`src/rtl/player_input_conditioner_pkg.sv`:
```
// Shared constants for the player input conditioner: input slot indices and
// the default debounce length (10 ms at 50 MHz).
package player_input_conditioner_pkg;

    localparam int unsigned IN_LEFT    = 0;
    localparam int unsigned IN_RIGHT   = 1;
    localparam int unsigned IN_ATTACK  = 2;
    localparam int unsigned NUM_INPUTS = 3;

    localparam int unsigned DEFAULT_DEBOUNCE_CYCLES = 500000;

endpackage

```
`src/rtl/player_input_conditioner_button_debouncer.sv`:
```
// One button channel: polarity normalisation, 2-flop synchroniser, saturating
// debounce counter, stable level and a one-clk press (rising) pulse.
module button_debouncer
    import player_input_conditioner_pkg::*;
#(
    parameter int unsigned DEBOUNCE_CYCLES = DEFAULT_DEBOUNCE_CYCLES,
    parameter bit          ACTIVE_LOW      = 1'b1
) (
    input  logic clk,
    input  logic reset,
    input  logic raw,
    output logic stable,
    output logic rise
);

    localparam int unsigned     CW       = $clog2(DEBOUNCE_CYCLES + 1);
    localparam logic [CW-1:0]   CNT_LAST = CW'(DEBOUNCE_CYCLES - 1);

    logic [1:0]    sync_q;
    logic [CW-1:0] cnt;
    logic          stable_prev;

    // Internal level is 1 = pressed; reset leaves everything at "released".
    always_ff @(posedge clk or posedge reset) begin
        if (reset) begin
            sync_q      <= '0;
            cnt         <= '0;
            stable      <= 1'b0;
            stable_prev <= 1'b0;
        end else begin
            sync_q      <= {sync_q[0], raw ^ ACTIVE_LOW};
            stable_prev <= stable;
            if (sync_q[1] == stable) begin
                cnt <= '0;
            end else if (cnt == CNT_LAST) begin
                stable <= ~stable;
                cnt    <= '0;
            end else begin
                cnt <= cnt + 1'b1;
            end
        end
    end

    always_comb rise = stable & ~stable_prev;

endmodule

```
`src/rtl/player_input_conditioner.sv`:
```
// Button conditioner feeding the player FSM: debounced, frame-aligned move/attack
// levels. Optional macro SOCD_NEUTRAL_EN forces left+right together to neutral.
module player_input_conditioner
    import player_input_conditioner_pkg::*;
#(
    parameter int unsigned DEBOUNCE_CYCLES = DEFAULT_DEBOUNCE_CYCLES,
    parameter bit          ACTIVE_LOW      = 1'b1
) (
    input  logic clk,
    input  logic reset,
    input  logic frame_tick,
    input  logic raw_left,
    input  logic raw_right,
    input  logic raw_attack,
    output logic btn_left,
    output logic btn_right,
    output logic btn_attack,
    output logic attack_overrun
);

    logic [NUM_INPUTS-1:0] raw_vec;
    logic [NUM_INPUTS-1:0] stable;
    logic [NUM_INPUTS-1:0] rise;
    logic                  move_left;
    logic                  move_right;
    logic                  attack_rise;
    logic                  attack_pending;
    logic                  unused_bits;

    always_comb begin
        raw_vec            = '0;
        raw_vec[IN_LEFT]   = raw_left;
        raw_vec[IN_RIGHT]  = raw_right;
        raw_vec[IN_ATTACK] = raw_attack;
    end

    for (genvar i = 0; i < NUM_INPUTS; i++) begin : g_btn
        button_debouncer #(
            .DEBOUNCE_CYCLES (DEBOUNCE_CYCLES),
            .ACTIVE_LOW      (ACTIVE_LOW)
        ) u_debouncer (
            .clk    (clk),
            .reset  (reset),
            .raw    (raw_vec[i]),
            .stable (stable[i]),
            .rise   (rise[i])
        );
    end

    always_comb begin
        move_left  = stable[IN_LEFT];
        move_right = stable[IN_RIGHT];
`ifdef SOCD_NEUTRAL_EN
        if (stable[IN_LEFT] && stable[IN_RIGHT]) begin
            move_left  = 1'b0;
            move_right = 1'b0;
        end
`endif
    end

    always_comb attack_rise = rise[IN_ATTACK];
    always_comb unused_bits = ^{rise[IN_LEFT], rise[IN_RIGHT], stable[IN_ATTACK]};

    // A rise on the tick cycle is consumed by that frame, never carried over.
    always_ff @(posedge clk or posedge reset) begin
        if (reset) begin
            btn_left       <= 1'b0;
            btn_right      <= 1'b0;
            btn_attack     <= 1'b0;
            attack_pending <= 1'b0;
            attack_overrun <= 1'b0;
        end else begin
            attack_overrun <= attack_rise & attack_pending & ~frame_tick;
            if (frame_tick) begin
                btn_left       <= move_left;
                btn_right      <= move_right;
                btn_attack     <= attack_pending | attack_rise;
                attack_pending <= 1'b0;
            end else if (attack_rise) begin
                attack_pending <= 1'b1;
            end
        end
    end

endmodule

```
`config.mk`:
```
export PLATFORM = sky130hd
export DESIGN_NAME = player_input_conditioner
export DESIGN_NICKNAME = d
export VERILOG_FILES = /design/src/rtl/player_input_conditioner_pkg.sv /design/src/rtl/player_input_conditioner_button_debouncer.sv /design/src/rtl/player_input_conditioner.sv
export SDC_FILE = /design/constraint.sdc
export NUM_CORES = 1
export LEC_CHECK = 0
export CELL_PAD_IN_SITES_DETAIL_PLACEMENT = 0
export CELL_PAD_IN_SITES_GLOBAL_PLACEMENT = 2
export CORE_AREA = 2 2 95 97
export DETAILED_ROUTE_END_ITERATION = 12
export DIE_AREA = 0 0 97 99
export PLACE_DENSITY_LB_ADDON = 0.1
export SYNTH_ARGS = -nofsm -noshare
export SYNTH_HDL_FRONTEND = slang
export SYNTH_SLANG_ARGS = --single-unit
```
`constraint.sdc`:
```
create_clock -name clk -period 2.6 [get_ports clk]
set_input_delay 0.39 -clock clk [delete_from_list [all_inputs] [get_ports clk]]
set_output_delay 0.39 -clock clk [all_outputs]
set_load 0.01 [all_outputs]
```
# Word-level counts from Yosys, hierarchy flattened
# Cells that the tools add are included.
# classes
n_lt_le_gt_ge,0
n_mux,8
div,0
shifts,0
n_addsub,3
multipliers,0
bitwise_logic,15
reduce_logical,4
n_eq_ne,6
# op_table
operator,count
$mux W19,6
$add A19 B1 Y19 const B,3
$eq A19 B19 Y1 const B,3
$not A1 Y1,11
$reduce_and A2 Y1,3
$and A1 B1 Y1,3
$eq A1 B1 Y1,3
$mux W1,2
$reduce_bool A2 Y1,1
$or A1 B1 Y1,1
# totals
inputBits,6
rom_bits,0
latchBits,0
reg_bits,72
elab_cells,51
out_inout_bits,4
n_memories,0
ram_bits,0

# Logic depth before layout (Yosys ltp)
# Gate-level depths: netlist of the first run.
# depth
word_depth,4
depth_mapped,6
ltp_nobuf,5

# Cells and area by module
# From an unflattened synthesis of the first run, not the netlist that was laid out.
# hier_totals
hier_cells,335
hier_area_um2,3474.6
# by_module_without_submodules
mod,seq_area_each_um2,instances,cells_per_inst,area_each_um2
button_debouncer,575.6,3,107,1099.8
player_input_conditioner,125.1,1,14,175.2

# Worst setup path after synthesis of the first run
# No wires, ideal clock.
# synth_timing
path_type,reg-to-reg
from,reg g_btn[1].u_debouncer.cnt[0]
to,reg g_btn[1].u_debouncer.cnt[10]
required_ps,2468
stages_incl_launch_ff,7
slack_ps,702
setup_ps,132
arrival_ps,1766
n_path_buf,1
synth_period_minus_slack_ps,1898
cell_sequence,dfrtp_1 ha_1 and4_2 nand4_1 o21ai_1 clkbuf_1 nor2_1
# synth_between
elab_chain_len,3
elab_cells_between_ends,4
classes_between,add/sub (1); eq/ne (1); mux (2)
# synth_rtl
element,line_no,rtl
"start, declared",player_input_conditioner_button_debouncer.sv:20,logic [CW-1:0] cnt;
"start signal, assigned",player_input_conditioner_button_debouncer.sv:39,cnt <= cnt + 1'b1;
$add A19 B1 Y19 / $eq A19 B19 Y1 (equally long branches),"player_input_conditioner_button_debouncer.sv:39, player_input_conditioner_button_debouncer.sv:35",
$mux W19 *,player_input_conditioner_button_debouncer.sv:35,end else if (cnt == CNT_LAST) begin
$mux W19 *,player_input_conditioner_button_debouncer.sv:33,if (sync_q[1] == stable) begin
# Mark *: on every way between the ends. The rest lies on a longest branch, timed or not.
# A chain may end at the register's enable or synchronous reset.

# Worst setup path after layout of the first run
# layout_timing
from,reg g_btn[1].u_debouncer.cnt[5]
to,reg g_btn[1].u_debouncer.cnt[17]
# The elaborated chain is that of the path after synthesis.

==> results by group, run 1 <==
Outcome
  • Outcome: finished, final reports clean

Drt
  • Drt wl/cell: 14.0 µm
  • DRC violations left: 0
  • Via/cell ratio: 5.14
  • Final ANT Viol Nets: 0
  • Routed WL: 6.37 mm
  • DR pass1 iterations: 4
  • Via count: 2338
  • Initial DRC count: 98

Logic synthesis
  • Async S/R FF share, synth: 1.00
  • Post-Synth Adder-Cell Area: 0.0113
  • Synth top area share: 0.541
  • Syn avg cell area: 10.3 µm²
  • Post-synthesis net count: 333
  • Number of synthesized flops with an enable pin: 0
  • Simple-Gate Fraction of Synth Area: 0.240
  • Main combinational cell family by area after synthesis: simple AND/OR/NAND/NOR gates
  • Cell area after synthesis: 0.00333 mm²
  • Syn. warnings: 0
  • Count of cell types in the netlist: 34
  • Synthesized instance count: 324
  • Synth Area in XOR/XNOR: 0.108
  • Yosys reg bits: 72
  • Synth top area cells: dfrtp_1, xor2_1, nor2_1
  • Compound-Gate Fraction of Synth Area: 0.0556
  • Register area share after synthesis: 0.541
  • Yosys top cell by area: dfrtp_1
  • Post-synthesis mux area share: 0.0169
  • Synth Flop Type: dfrtp_1

GRT
  • Congestion Overflow GR: 0
  • First-pass GRT wire length: 11.6 mm
  • Pin count of the biggest net entering global routing: 25
  • Vias in the first global route: 2412
  • Antenna violations before repair: 0
  • Gr usage total: 0.150

Clock tree
  • Clk slew on worst S/H paths: 0.08 ns
  • Clock Tree Root: clkbuf_8
  • H-tree levels: 3
  • CTS tree: built
  • Clock sinks: 72
  • Post-CTS Repair Setup Buffers: 0
  • Post-CTS Hold Buffers: 0
  • Post_cts resized: 0
  • Clock buffer depth: 2
  • Clock buffer count from CTS: 9
  • Later-pin clock latency in the skew report: 0.34 ns

Final layout
  • Commonest non-fill, non-tap cell in the layout: dfrtp_1
  • Final #Nets: 351
  • # diodes: 0
  • Fill cell count: 832
  • Most frequent cells in the layout: dfrtp_1, nor2_1, xor2_1, nand4_1, nand3_1
  • Share of cells above drive strength 1: 0.101
  • Synth-to-Final Area Change: 13.6%

Timing
  • Setup TNS Final: 0 ns
  • Period utilisation layout: 0.778
  • Hold WS: 0.355 ns
  • Slew HR: 0.535
  • Slew Limit Fails: 0
  • Final hold vios: 0
  • Actual slew at the worst max-slew pin: 0.691 ns
  • Finish-stage setup viols: 0
  • Worst-case clock skew: 0.00982 ns
  • Fmax: 494 MHz
  • Final Critical Period: 2.02 ns
  • RSZ-0062 raised after global routing: false

Critical path
  • Reg2reg start: g_btn[1].u_debouncer.cnt[5]$_DFF_PP0_
  • Setup crit start kind: flip-flop
  • Worst R2R Setup Slack: 0.58 ns
  • Slowest cell on crit path: or4_1
  • R2R depth: 4
  • CP Max Fanout: 7
  • Arrival time worst endpoint: 2.30 ns
  • CP dominant cell by count: or4_1
  • Worst path required time: 2.88 ns
  • Setup CP Type: reg2reg
  • Crit-path cells: nand4_1 > or4_1 > or4_1 > a21oi_1
  • R2R Path End: g_btn[1].u_debouncer.cnt[17]$_DFF_PP0_
  • Worst path max stage delay: 0.63 ns
  • Setup crit end kind: flip-flop

Placed design
  • Port Buf Inserts: 9
  • Hpwl dp: 4.42 mm
  • Routability cong.: 0.726

Worst hold path
  • Hold Path Cell Cnt: 0
  • Worst min-delay path class: reg2reg
  • Hold wc startpoint: g_btn[0].u_debouncer.sync_q[0]$_DFF_PP0_
  • Hold endpoint: g_btn[0].u_debouncer.sync_q[1]$_DFF_PP0_

Power and ir drop
  • Pwr Density: 575 mW/mm²
  • VDD IR max: 0.278 mV
  • Leakage power: 0.00155 µW

Die
  • Chip height: 99 µm
  • Initial Utilization: 0.390
  • Die Footprint: 0.00960 mm²
  • # IOs: 10
  • Row cnt: 34
  • Core ar.: 0.00855 mm²
  • Die width: 97 µm

Job
  • Maxcap violations: 0
-- how the worst max path moves through the flow --
stage / startpoint / end / slack (ns)
5_1_grt: g_btn[2].u_debouncer.cnt[0]$_DFF_PP0_ / g_btn[2].u_debouncer.cnt[16]$_DFF_PP0_ / 0.38
2_1_floorplan: reset / attack_overrun$_DFF_PP0_ / 0.39
4_1_cts: g_btn[1].u_debouncer.cnt[5]$_DFF_PP0_ / g_btn[1].u_debouncer.cnt[17]$_DFF_PP0_ / 0.57
3_3_place_gp: g_btn[2].u_debouncer.cnt[0]$_DFF_PP0_ / g_btn[2].u_debouncer.cnt[16]$_DFF_PP0_ / 0.60
6_report: g_btn[1].u_debouncer.cnt[5]$_DFF_PP0_ / g_btn[1].u_debouncer.cnt[17]$_DFF_PP0_ / 0.58
3_5_place_dp: g_btn[2].u_debouncer.cnt[0]$_DFF_PP0_ / g_btn[2].u_debouncer.cnt[18]$_DFF_PP0_ / 0.57
-- where the power goes --
group          switching (µW)  internal, µW  total (µW)
combinational            52.9          29.4        82.2
sequential               15.6          1140        1150
clock                     420           522         942
-- cells in the mapped netlist, types with 2 or more instances --
library cell   n
o21ai_0        8
o31ai_2        2
dfrtp_1       72
a21oi_1       15
and4_1         7
o31ai_1        3
xor2_1        23
mux2_2         5
or3_1          8
xnor2_1       18
nor4_1         7
buf_2          2
nor2_1        49
nand4_1       19
nor4bb_1       4
and2_1         4
nand2_1       14
nand3_1       19
or4_1          5
nor3_1         6
inv_1         14
clkbuf_1       5
and3_1         2
ha_1           3
-- logic make-up after synthesis --
kind of cell               after synthesis
adders and majority gates                3
buffers and inverters                   23
DFF                                     72
AOI/OAI and AO/OA                       31
xor gates and xnor gates                41
and+or+nand+nor                        149
muxes                                    5
-- through the flow --
step / setup WS (ns) / cell area, µm² / instances / utilization / total power [µW]
finish: 0.577 / 3790 / 455 / 0.443 / 2180
global route: 0.378 / 3790 / 455 / 0.443 / 2280
floorplan: 0.385 / 3330 / 324 / - / 1220
CTS: 0.568 / 3790 / 455 / 0.443 / 2220
global placement: 0.601 / 3570 / 439 / 0.417 / 1260
detailed placement: 0.574 / 3570 / 439 / 0.417 / 1260
-- layer usage --
metal,track usage,share of wire
met1,0.205,0.52
met2,0.226,0.44
met3,0.0397,0.026
met4,0.0618,0.014
met5,0,0
-- flip-flops by register name, indices dropped and copies added (netlist names) --
signal / cells
attack_overrun: 1
btn_attack: 1
btn_right: 1
g_btn.u_debouncer.cnt: 57
g_btn.u_debouncer.stable: 3
g_btn.u_debouncer.stable_prev: 1
attack_pending: 1
g_btn.u_debouncer.sync_q: 6
btn_left: 1
-- area by class of cell --
cell class | instances | area (µm²) | area share
sequential | 72 | 1800 | 0.476
multi-input combinational | 229 | 1440 | 0.380
clock buffer | 12 | 165 | 0.0436
timing repair buffer | 16 | 143 | 0.0377
tap | 108 | 135 | 0.0357
inverter | 14 | 52.6 | 0.0139
clock inverter | 4 | 51.3 | 0.0135
-- worst max-delay path, delay by kind of cell, from the launching register on --
kind / cells / cell delay, ns
AOI/OAI and AO/OA: 1 / 0.16
DFF: 1 / 0.46
and+or+nand+nor: 3 / 1.34
No activity file was read; power rests on OpenSTA's default activity.
==> inputs of run 2 (changes only) <==
--- a/config.mk
+++ b/config.mk
@@ -7,9 +7,9 @@
 export LEC_CHECK = 0
 export CELL_PAD_IN_SITES_DETAIL_PLACEMENT = 0
 export CELL_PAD_IN_SITES_GLOBAL_PLACEMENT = 2
-export CORE_AREA = 2 2 95 97
+export CORE_AREA = 2 2 100 102
 export DETAILED_ROUTE_END_ITERATION = 12
-export DIE_AREA = 0 0 97 99
+export DIE_AREA = 0 0 102 104
 export PLACE_DENSITY_LB_ADDON = 0.1
 export SYNTH_ARGS = -nofsm -noshare
 export SYNTH_HDL_FRONTEND = slang
==> constraint.sdc (replaced) <==
create_clock -name clk -period 1.7 [get_ports clk]
set_input_delay 0.255 -clock clk [delete_from_list [all_inputs] [get_ports clk]]
set_output_delay 0.255 -clock clk [all_outputs]
set_load 0.01 [all_outputs]
==> run 2 against run 1 <==
- setup slack got worse by 0.57 ns
- total power rose by 44%
- clock-buffer cell count did not move
- global-route usage fell by 0.094 points
- first-iteration DRC count fell by 41%
- wire length rose by 14%
- fmax rose by 19%
- final area rose by 19%
- cell count rose by 20%
- non-clock buffer count rose by 65
- via count rose by 11%
- die area rose by 10%
- critical path type unchanged
- critical endpoint is now g_btn[1].u_debouncer.stable$_DFFE_PP0P_
- largest cell class unchanged
- highest routed layer unchanged
==> results by group, run 2 (synthesis gave the netlist of run 1 again) <==
Outcome
  • Outcome: finished, final reports clean

Die
  • # IOs: 10 (unchanged)
  • Die Footprint: 0.0106 mm² (+10%)
  • Core ar.: 0.00955 mm² (+12%)
  • Row cnt: 36 (+5.9%)
  • Die width: 102 µm (+5.2%)
  • Chip height: 104 µm (+5.1%)
  • Initial Utilization: 0.349 (-0.0408)

Placed design
  • Port Buf Inserts: 9 (unchanged)
  • Pre-CTS setup slack: -0.0142 ns (-0.588 ns)
  • Hpwl dp: 5.12 mm (+16%)
  • Routability cong.: 0.736 (+1.4%)
  • Cell Area, Placed: 0.00408 mm² (+14%)

Critical path
  • Setup crit end kind: flip-flop
  • Slowest cell on crit path: dfrtp_1
  • CP Max Fanout: 4 (-3)
  • R2R depth: 5 (+1)
  • Crit-path cells: buf_6 > nor4bb_2 > nand4_1 > nor2_1 > mux2_4
  • Worst R2R Setup Slack: 0.004 ns (-0.57 ns)
  • Setup CP Type: reg2reg
  • Arrival time worst endpoint: 1.93 ns (-0.37 ns)
  • R2R Path End: g_btn[1].u_debouncer.stable$_DFFE_PP0P_
  • Setup crit start kind: flip-flop
  • Worst path max stage delay: 0.43 ns (-0.20 ns)
  • Reg2reg start: g_btn[1].u_debouncer.cnt[7]$_DFF_PP0_
  • Worst path required time: 1.93 ns (-0.95 ns)

Timing
  • Final worst setup slack: 0.00439 ns (-0.573 ns)
  • Actual slew at the worst max-slew pin: 0.384 ns (-0.307 ns)
  • Fmax: 590 MHz (+19%)
  • RSZ-0062 raised after global routing: true
  • Finish-stage setup viols: 0 (unchanged)
  • Slew Limit Fails: 0 (unchanged)
  • Final hold vios: 0 (unchanged)
  • Final Critical Period: 1.70 ns (-0.327 ns)
  • Period utilisation layout: 0.997 (+0.219)
  • Slew HR: 0.741 (+0.205)
  • Hold WS: 0.216 ns (-0.139 ns)
  • Worst-case clock skew: 0.0114 ns (+0.00162 ns)

Clock tree
  • Clk slew on worst S/H paths: 0.08 ns (about the same)
  • Clock Tree Root: clkbuf_8
  • CTS tree: built
  • Later-pin clock latency in the skew report: 0.35 ns (about the same)
  • Clock buffer count from CTS: 9 (unchanged)
  • Clock buffer depth: 2 (unchanged)
  • H-tree levels: 3 (unchanged)
  • Clock sinks: 72 (unchanged)

Final layout
  • Final instance area: 0.00451 mm² (+19%)
  • Commonest non-fill, non-tap cell in the layout: dfrtp_1
  • Max reg flops: 57 (unchanged)
  • Top Registers: g_btn.u_debouncer.cnt (57), g_btn.u_debouncer.sync_q (6), g_btn.u_debouncer.stable (3)
  • Most frequent cells in the layout: dfrtp_1, buf_4, nor2_1, xor2_1, nand4_1
  • # diodes: 0 (unchanged)
  • Most flop-heavy register: g_btn.u_debouncer.cnt
  • Share of cells above drive strength 1: 0.311 (+0.210)
  • Synth-to-Final Area Change: 35.2%
  • Final #Nets: 416 (+19%)
  • Post-Route Utilization: 0.472 (+0.0290)

Drt
  • Via/cell ratio: 4.77 (-7.2%)
  • Drt wl/cell: 13.4 µm (-4.7%)
  • DR pass1 iterations: 4 (unchanged)
  • Final ANT Viol Nets: 0 (unchanged)
  • Routed WL: 7.28 mm (+14%)
  • Initial DRC count: 58 (-41%)
  • Via count: 2599 (+11%)
  • DRC violations left: 0 (unchanged)

GRT
  • Pin count of the biggest net entering global routing: 41 (+64%)
  • Antenna violations before repair: 0 (unchanged)
  • Congestion Overflow GR: 0 (unchanged)
  • Gr usage total: 0.149 (-0.000936)
  • First-pass GRT wire length: 12.3 mm (+5.9%)
  • Vias in the first global route: 2501 (+3.7%)

Power and ir drop
  • Leakage power: 0.00189 µW (+22%)
  • Pwr Density: 696 mW/mm² (+21%)
  • VDD IR max: 0.484 mV (+74%)

Worst hold path
  • Worst min-delay path class: in2async

Job
  • Maxcap violations: 0 (unchanged)
## run 2: cell types whose count changed in the layout (fill, tap and decap cells not counted), moves of 4 or more
cell     previous run  this run
and4_4              0         5
a21oi_1            15        10
a21oi_2             0         5
and4_1              7         3
buf_4               7        61
buf_6               0         8
nand3_1            19        15
## run 2: where the power goes
part	total, µW	internal, µW	switching [µW]
logic	191	91.1	100
registers	1760	1740	24.9
clock network	1180	561	620
total	3140	2390	745
## run 2: repair_timing
action	4_1_cts	5_1_grt
hold buffers	0	0
endpoints found under the setup margin	4	57
setup buffers	0	12
pin swaps	0	21
gates resized for setup	4	33
## run 2: worst max path at each step
stage,startpoint,endpoint
after global routing,g_btn[1].u_debouncer.cnt[7]$_DFF_PP0_,g_btn[1].u_debouncer.stable$_DFFE_PP0P_
after detailed placement,g_btn[1].u_debouncer.cnt[1]$_DFF_PP0_,g_btn[1].u_debouncer.cnt[18]$_DFF_PP0_
after floorplan,g_btn[1].u_debouncer.cnt[2]$_DFF_PP0_,g_btn[1].u_debouncer.cnt[17]$_DFF_PP0_
after global placement,g_btn[1].u_debouncer.cnt[3]$_DFF_PP0_,g_btn[1].u_debouncer.cnt[17]$_DFF_PP0_
final,g_btn[1].u_debouncer.cnt[7]$_DFF_PP0_,g_btn[1].u_debouncer.stable$_DFFE_PP0P_
after CTS,g_btn[1].u_debouncer.cnt[1]$_DFF_PP0_,g_btn[1].u_debouncer.cnt[18]$_DFF_PP0_
## run 2: area by class of cell
class	instances	area (µm²)
sequential	72	1800
inverter	14	56.3
clock buffer	12	145
fill	944	5040
multi-input combinational	229	1620
timing repair buffer	81	698
tap	133	166
clock inverter	4	20.0
## run 2: through the flow
| step | cells | TNS (ns) | total power (µW) |
|---|---|---|---|
| global placement | 517 | 0 | 1960 |
| floorplan | 324 | -0.481 | 1880 |
| finish | 545 | 0 | 3140 |
| CTS | 533 | -0.0632 | 3170 |
| global route | 545 | -0.526 | 3300 |
| detailed placement | 517 | -0.0172 | 1960 |
## run 2: critical path, delay by kind of cell, from the launching register on
kind                   cells  cell delay (ns)
buffers and inverters      1             0.14
flip-flops                 1             0.43
multiplexers               1             0.32
AND/OR/NAND/NOR            3             0.69
## run 2: metal layers
| metal | part of all wire | vias to the layer above | global-route usage |
|---|---|---|---|
| met3 | 0.015 | 16 | 0.0249 |
| met2 | 0.48 | 19 | 0.223 |
| met5 | 0 | - | 0 |
| met1 | 0.48 | 1259 | 0.206 |
| met4 | 0.029 | 0 | 0.0771 |
| li1 | - | 1305 | - |
